File: src/rtl/alu_pkg.sv
// Shared definitions for the ALU command sequencer slice.
//   - opcode codes understood by the external ALU
//   - OP_IDLE: code parked on alu_op after reset (an illegal op)
//   - sequencer state encoding
package alu_pkg;

  localparam logic [3:0] OP_ADD  = 4'd0;
  localparam logic [3:0] OP_SUB  = 4'd1;
  localparam logic [3:0] OP_SHL  = 4'd2;
  localparam logic [3:0] OP_SHR  = 4'd3;
  localparam logic [3:0] OP_EQ   = 4'd4;
  localparam logic [3:0] OP_LT   = 4'd5;
  localparam logic [3:0] OP_GT   = 4'd6;
  localparam logic [3:0] OP_IDLE = 4'hF;

  typedef enum logic [1:0] {
    IDLE = 2'd0,
    EXEC = 2'd1,
    RESP = 2'd2
  } state_t;

endpackage

File: src/rtl/alu_rsp_mask.sv
// Per-opcode result mask. Combinational.
// Ports:
//   op                         opcode the ALU is executing
//   alu_o/of_und/err/zero      raw ALU outputs
//   m_o/m_of_und/m_err/m_zero  masked fields; anything not meaningful for
//                              the opcode is forced to 0
module alu_rsp_mask
  import alu_pkg::*;
#(
  parameter int WIDTH = 8
) (
  input  logic [3:0]       op,
  input  logic [WIDTH-1:0] alu_o,
  input  logic             alu_of_und,
  input  logic             alu_err,
  input  logic             alu_zero,
  output logic [WIDTH-1:0] m_o,
  output logic             m_of_und,
  output logic             m_err,
  output logic             m_zero
);

  always_comb begin
    m_o      = '0;
    m_of_und = 1'b0;
    m_err    = 1'b0;
    m_zero   = 1'b0;
    case (op)
      OP_ADD, OP_SUB: begin
        m_o      = alu_o;
        m_of_und = alu_of_und;
      end
      OP_SHL:              m_of_und = alu_of_und;
      OP_SHR:              m_o      = alu_o;
      OP_EQ, OP_LT, OP_GT: m_zero   = alu_zero;
      // Illegal opcodes always report an error, whatever the ALU says.
      default:             m_err    = 1'b1;
    endcase
  end

  // The ALU's own err flag is redundant given the opcode decode above.
  logic unused_err;
  assign unused_err = alu_err;

endmodule

File: src/rtl/alu_cmd_sequencer.sv
// Initiator for a combinational ALU: takes tagged commands on a valid/ready
// stream, registers A/B/Op into the ALU, waits one settle cycle, captures
// the masked result and returns it with the tag on a valid/ready stream.
// Ports:
//   clk, rst                  clock, synchronous active-high reset
//   cmd_valid/ready, cmd_*    command stream (op, a, b, tag)
//   alu_a/b/op                registered operands/opcode to the ALU
//   alu_o/of_und/err/zero     ALU outputs
//   rsp_valid/ready, rsp_*    response stream (masked result + tag)
//   cmd_count, err_count      saturating status counters
module alu_cmd_sequencer
  import alu_pkg::*;
#(
  parameter int WIDTH = 8,
  parameter int TAG_W = 4,
  parameter int CNT_W = 16
) (
  input  logic             clk,
  input  logic             rst,
  input  logic             cmd_valid,
  output logic             cmd_ready,
  input  logic [3:0]       cmd_op,
  input  logic [WIDTH-1:0] cmd_a,
  input  logic [WIDTH-1:0] cmd_b,
  input  logic [TAG_W-1:0] cmd_tag,
  output logic [WIDTH-1:0] alu_a,
  output logic [WIDTH-1:0] alu_b,
  output logic [3:0]       alu_op,
  input  logic [WIDTH-1:0] alu_o,
  input  logic             alu_of_und,
  input  logic             alu_err,
  input  logic             alu_zero,
  output logic             rsp_valid,
  input  logic             rsp_ready,
  output logic [WIDTH-1:0] rsp_o,
  output logic             rsp_of_und,
  output logic             rsp_err,
  output logic             rsp_zero,
  output logic [TAG_W-1:0] rsp_tag,
  output logic [CNT_W-1:0] cmd_count,
  output logic [CNT_W-1:0] err_count
);

  state_t           state, state_nxt;
  logic             accept, capture;
  logic [TAG_W-1:0] tag_q;
  logic [WIDTH-1:0] m_o;
  logic             m_of_und, m_err, m_zero;

  // State register
  always_ff @(posedge clk) begin
    if (rst) state <= IDLE;
    else     state <= state_nxt;
  end

  // Next state
  always_comb begin
    state_nxt = state;
    case (state)
      IDLE:    if (cmd_valid) state_nxt = EXEC;
      EXEC:    state_nxt = RESP;
      RESP:    if (rsp_ready) state_nxt = cmd_valid ? EXEC : IDLE;
      default: state_nxt = IDLE;
    endcase
  end

  // Outputs: in RESP a new command rides on the response handshake edge.
  always_comb begin
    cmd_ready = 1'b0;
    case (state)
      IDLE:    cmd_ready = 1'b1;
      RESP:    cmd_ready = rsp_ready;
      default: cmd_ready = 1'b0;
    endcase
    accept  = cmd_valid & cmd_ready;
    capture = (state == EXEC);
  end

  // The mask keys off the registered opcode, i.e. what the ALU is running.
  alu_rsp_mask #(.WIDTH(WIDTH)) u_mask (
    .op         (alu_op),
    .alu_o      (alu_o),
    .alu_of_und (alu_of_und),
    .alu_err    (alu_err),
    .alu_zero   (alu_zero),
    .m_o        (m_o),
    .m_of_und   (m_of_und),
    .m_err      (m_err),
    .m_zero     (m_zero)
  );

  always_ff @(posedge clk) begin
    if (rst) begin
      alu_a      <= '0;
      alu_b      <= '0;
      alu_op     <= OP_IDLE;
      tag_q      <= '0;
      rsp_valid  <= 1'b0;
      rsp_o      <= '0;
      rsp_of_und <= 1'b0;
      rsp_err    <= 1'b0;
      rsp_zero   <= 1'b0;
      rsp_tag    <= '0;
      cmd_count  <= '0;
      err_count  <= '0;
    end else begin
      if (accept) begin
        alu_a  <= cmd_a;
        alu_b  <= cmd_b;
        alu_op <= cmd_op;
        tag_q  <= cmd_tag;
        if (cmd_count != '1) cmd_count <= cmd_count + CNT_W'(1);
      end
      if (capture) begin
        rsp_valid  <= 1'b1;
        rsp_o      <= m_o;
        rsp_of_und <= m_of_und;
        rsp_err    <= m_err;
        rsp_zero   <= m_zero;
        rsp_tag    <= tag_q;
        if (m_err && err_count != '1) err_count <= err_count + CNT_W'(1);
      end else if (state == RESP && rsp_ready) begin
        rsp_valid <= 1'b0;
      end
    end
  end

endmodule

File: config.mk
export PLATFORM = sky130hd
export DESIGN_NAME = alu_cmd_sequencer
export DESIGN_NICKNAME = d
export VERILOG_FILES = /design/src/rtl/alu_pkg.sv /design/src/rtl/alu_rsp_mask.sv /design/src/rtl/alu_cmd_sequencer.sv
export SDC_FILE = /design/constraint.sdc
export NUM_CORES = 1
export LEC_CHECK = 0
export BUFFER_PORTS_ARGS = -buffer_cell sky130_fd_sc_hd__buf_4
export CAP_MARGIN = 20
export CORE_AREA = 2 2 106 67
export CTS_CLUSTER_SIZE = 12
export DETAILED_ROUTE_END_ITERATION = 8
export DIE_AREA = 0 0 108 69
export PLACE_DENSITY_LB_ADDON = 0.1
export SLEW_MARGIN = 30
export SYNTH_ARGS = -nofsm -noshare
export SYNTH_HDL_FRONTEND = slang
export SYNTH_SLANG_ARGS = --single-unit
File: constraint.sdc
create_clock -name clk -period 4.3 [get_ports clk]
set_input_delay 0.645 -clock clk [delete_from_list [all_inputs] [get_ports clk]]
set_output_delay 0.645 -clock clk [all_outputs]
set_load 0.01 [all_outputs]
==> flow_metrics.py <==
metrics = {
    "power": {
        "power.density_nw_per_um2": 358,
        "leakagePower_nw": 1.70,
        "ir_drop_v": 0.000221,
        "power_mw": 1.52,
    },
    "global_route": {
        "grt_usage_pct": 22.2,
        "antenna_found_initial": 0,
        "grt_overflow": 0,
        "grt_pass1_wl_mm": 13.4,
        "grt_max_degree": 74,
        "grt_pass1_vias": 2876,
    },
    "timing": {
        "timing.final.hold_violations": 0,
        "relSlewSlack_pct": 49.5,
        "rsz0062_at_grt": "no",
        "hold_slack_ns": 0.455,
        "drv_slew": 0,
        "worst_pin_slew_ns": 0.758,
        "setup_viol": 0,
        "fin_ws_ns": 1.99,
        "finClkSkew_ns": 0.00975,
        "max_freq_mhz": 432,
        "period_needed_ns": 2.31,
        "final.period_utilization_pct": 53.8,
        "setup_tns_ns": 0,
    },
    "finish": {
        "final_common_cell": "buf_4",
        "fin_util_pct": 65.4,
        "n_antenna_cell": 0,
        "final_cell_mix": "110 x buf_4, 74 x dfxtp_1, 60 x nand2_1",
        "synthToLayoutAreaGrowth_pct": 34.9,
        "nets": 509,
        "multi_input_comb_area_um2": 1540,
        "design_area_um2": 4240,
        "fill_cells": 559,
        "drive_gt1_share_pct": 29.8,
        "layout.cells.non_filler": 560,
        "seq_area_um2": 1480,
    },
    "synth": {
        "synth-xor-area-share_pct": 0,
        "syn_inst": 368,
        "yosys-top-cells-area": "dfxtp_1 47%, nand2_1 7.2%, a21oi_1 6.8%, nor2_1 3.1%, o31ai_1 2.6%",
        "synth.distinct_cells": 47,
        "synth_top_area_share_pct": 47.2,
        "synth_top_flop_cell": "dfxtp_1",
        "synthMuxAreaShare_pct": 2.15,
        "synth_enable_flop_cells": 0,
        "synth_top_area_cell": "dfxtp_1",
        "synthesis.nets": 409,
        "async_flop_share_pct": 0,
        "syn_area_um2": 3140,
        "synthSimpleGateAreaFrac_pct": 27.2,
        "synth_top_family_by_area": "simple AND/OR/NAND/NOR gates",
        "yosys.area_share.adder_pct": 0.796,
        "synth_compound_area_share_pct": 19.0,
        "syn_avg_cell_area_um2": 8.54,
        "yosys_warnings": 0,
        "synth_seq_cells": 74,
        "yosysSeqAreaShare_pct": 47.2,
    },
    "cts": {
        "htree_levels": 3,
        "root_buffer": "clkbuf_8",
        "clockBufferDepth": 2,
        "clkTransAtPathRegs_ns": 0.08,
        "cts_setup_buffers": 0,
        "hold_buffers": 0,
        "cts_tree": "yes",
        "ctsResizeCount": 0,
        "numCtsBuffers": 9,
        "clkSinkCount": 74,
        "clk_latency_ns": 0.35,
    },
    "worst_setup_path": {
        "cp_data_required_time_ns": 4.58,
        "rr_startpoint": "state[0]",
        "cp.arrival_ns": 2.59,
        "cp-start-kind": "register",
        "worstSetupPathType": "reg2reg",
        "reg2reg_slack_ns": 1.99,
        "worstReg2RegEnd": "err_count[11]",
        "critPathCaptureType": "register",
        "crit_fanout": 20,
        "reg2regPathDepth": 4,
        "crit_start": "state[0]",
    },
    "worst_hold_path": {
        "hold_path_end": "alu_b[5]",
        "min_from": "alu_b[5]",
        "worstHoldPathCells": 2,
        "min_path_type": "reg2reg",
    },
    "detailed_routing": {
        "drcViolationCount": 0,
        "drtPass1Iterations": 4,
        "wire_per_inst_um": 14.3,
        "wl_mm": 8.01,
        "avgViaCountPerCell": 5.50,
        "drt_iter0_drc": 164,
        "drtAntennaViolNets": 0,
        "num_vias": 3081,
    },
    "floorplan": {
        "die_area_um2": 7450,
        "die_y_um": 69,
        "start_util_pct": 48.5,
        "ios": 108,
        "core_um2": 6470,
        "rows": 23,
        "fp.dieW_um": 108,
    },
    "place": {
        "dpl.cell_count": 544,
        "dpl_cell_area_um2": 3990,
        "place_congestion": 0.796,
        "hpwl_mm": 5.44,
        "io_buffers": 106,
        "pre_cts_ws_ns": 1.92,
    },
    "run": {
        "cap_viol_max_count": 0,
    },
    "run_status": {
        "outcome": "finished, final reports clean",
    },
}
==> synth_stat cells, types with 2 or more instances <==
cell and count:
and4_1 3, nor4_2 2, nor2b_1 7, o311ai_0 2, or4_1 11, ha_1 2, clkbuf_1 13, a211oi_1 4
buf_1 4, nor2_1 26, nand4_1 9, dfxtp_1 74, mux2_2 6, nor4_1 6, a31oi_1 2, nand3_1 13
or3_1 7, nand2b_1 3, a32oi_1 2, or3b_2 2, or4_4 2, o211a_1 2, or2_2 2, and3_1 2
o21a_1 3, nand2_1 60, a22oi_1 8, a21oi_1 43, o21ai_0 7, inv_1 6, o41ai_1 3, nor4b_1 2
nor3_1 4, o31ai_1 11, buf_2 3
==> how the worst max path moves through the flow <==
| stage | cells after the start | slack (ns) | endpoint |
|---|---|---|---|
| 5_1_grt | 4 | 1.74 | err_count[11] |
| 4_1_cts | 4 | 1.99 | err_count[9] |
| 6_report | 4 | 1.99 | err_count[11] |
| 2_1_floorplan | 5 | 2.31 | cmd_count[6] |
| 3_5_place_dp | 5 | 1.92 | cmd_count[6] |
| 3_3_place_gp | 5 | 1.95 | cmd_count[6] |
==> state kept, by name, indices dropped and copies added (netlist names) <==
register and count:
alu_a 8, alu_b 8, alu_op 4, cmd_count 16, err_count 16, rsp_err 1
rsp_o 8, rsp_of_und 1, rsp_tag 4, rsp_valid 1, rsp_zero 1, state 2
tag_q 4
==> metal layers <==
| layer | share of wire [%] | GRT usage (%) | wire length (µm) |
|---|---|---|---|
| met4 | 1.2 | 6.70 | 93 |
| met2 | 45 | 34.9 | 3630 |
| met5 | 0 | 0 | 0 |
| met1 | 47 | 29.5 | 3770 |
| met3 | 6.5 | 6.53 | 518 |
==> power by group <==
group	internal (mW)	switching, mW
Combinational	0.0613	0.0686
Clock	0.415	0.251
Sequential	0.705	0.0164
==> cell families (layout without fill, tap and decap cells) <==
family / after synthesis / in the layout
compound gates: 93 / 93
fa+ha+maj: 2 / 2
buf+inv: 28 / 133
flops: 74 / 74
mux: 6 / 6
simple gates: 165 / 165
==> critical path: stages, from the launching register on <==
cell      delay (ns)
dfxtp_1         0.41
nand2b_1        0.43
or4_4           0.77
or4_1           0.49
a21oi_1         0.15
==> cell type report <==
class / instances / area share (%)
multi-input cells: 266 / 36.4
flip-flops and latches: 74 / 35.0
repair buffers: 110 / 19.5
clock buffers: 11 / 3.57
well taps: 87 / 2.57
clock inverters: 5 / 2.36
inverters: 7 / 0.620
(Power assumes the default switching activity.)
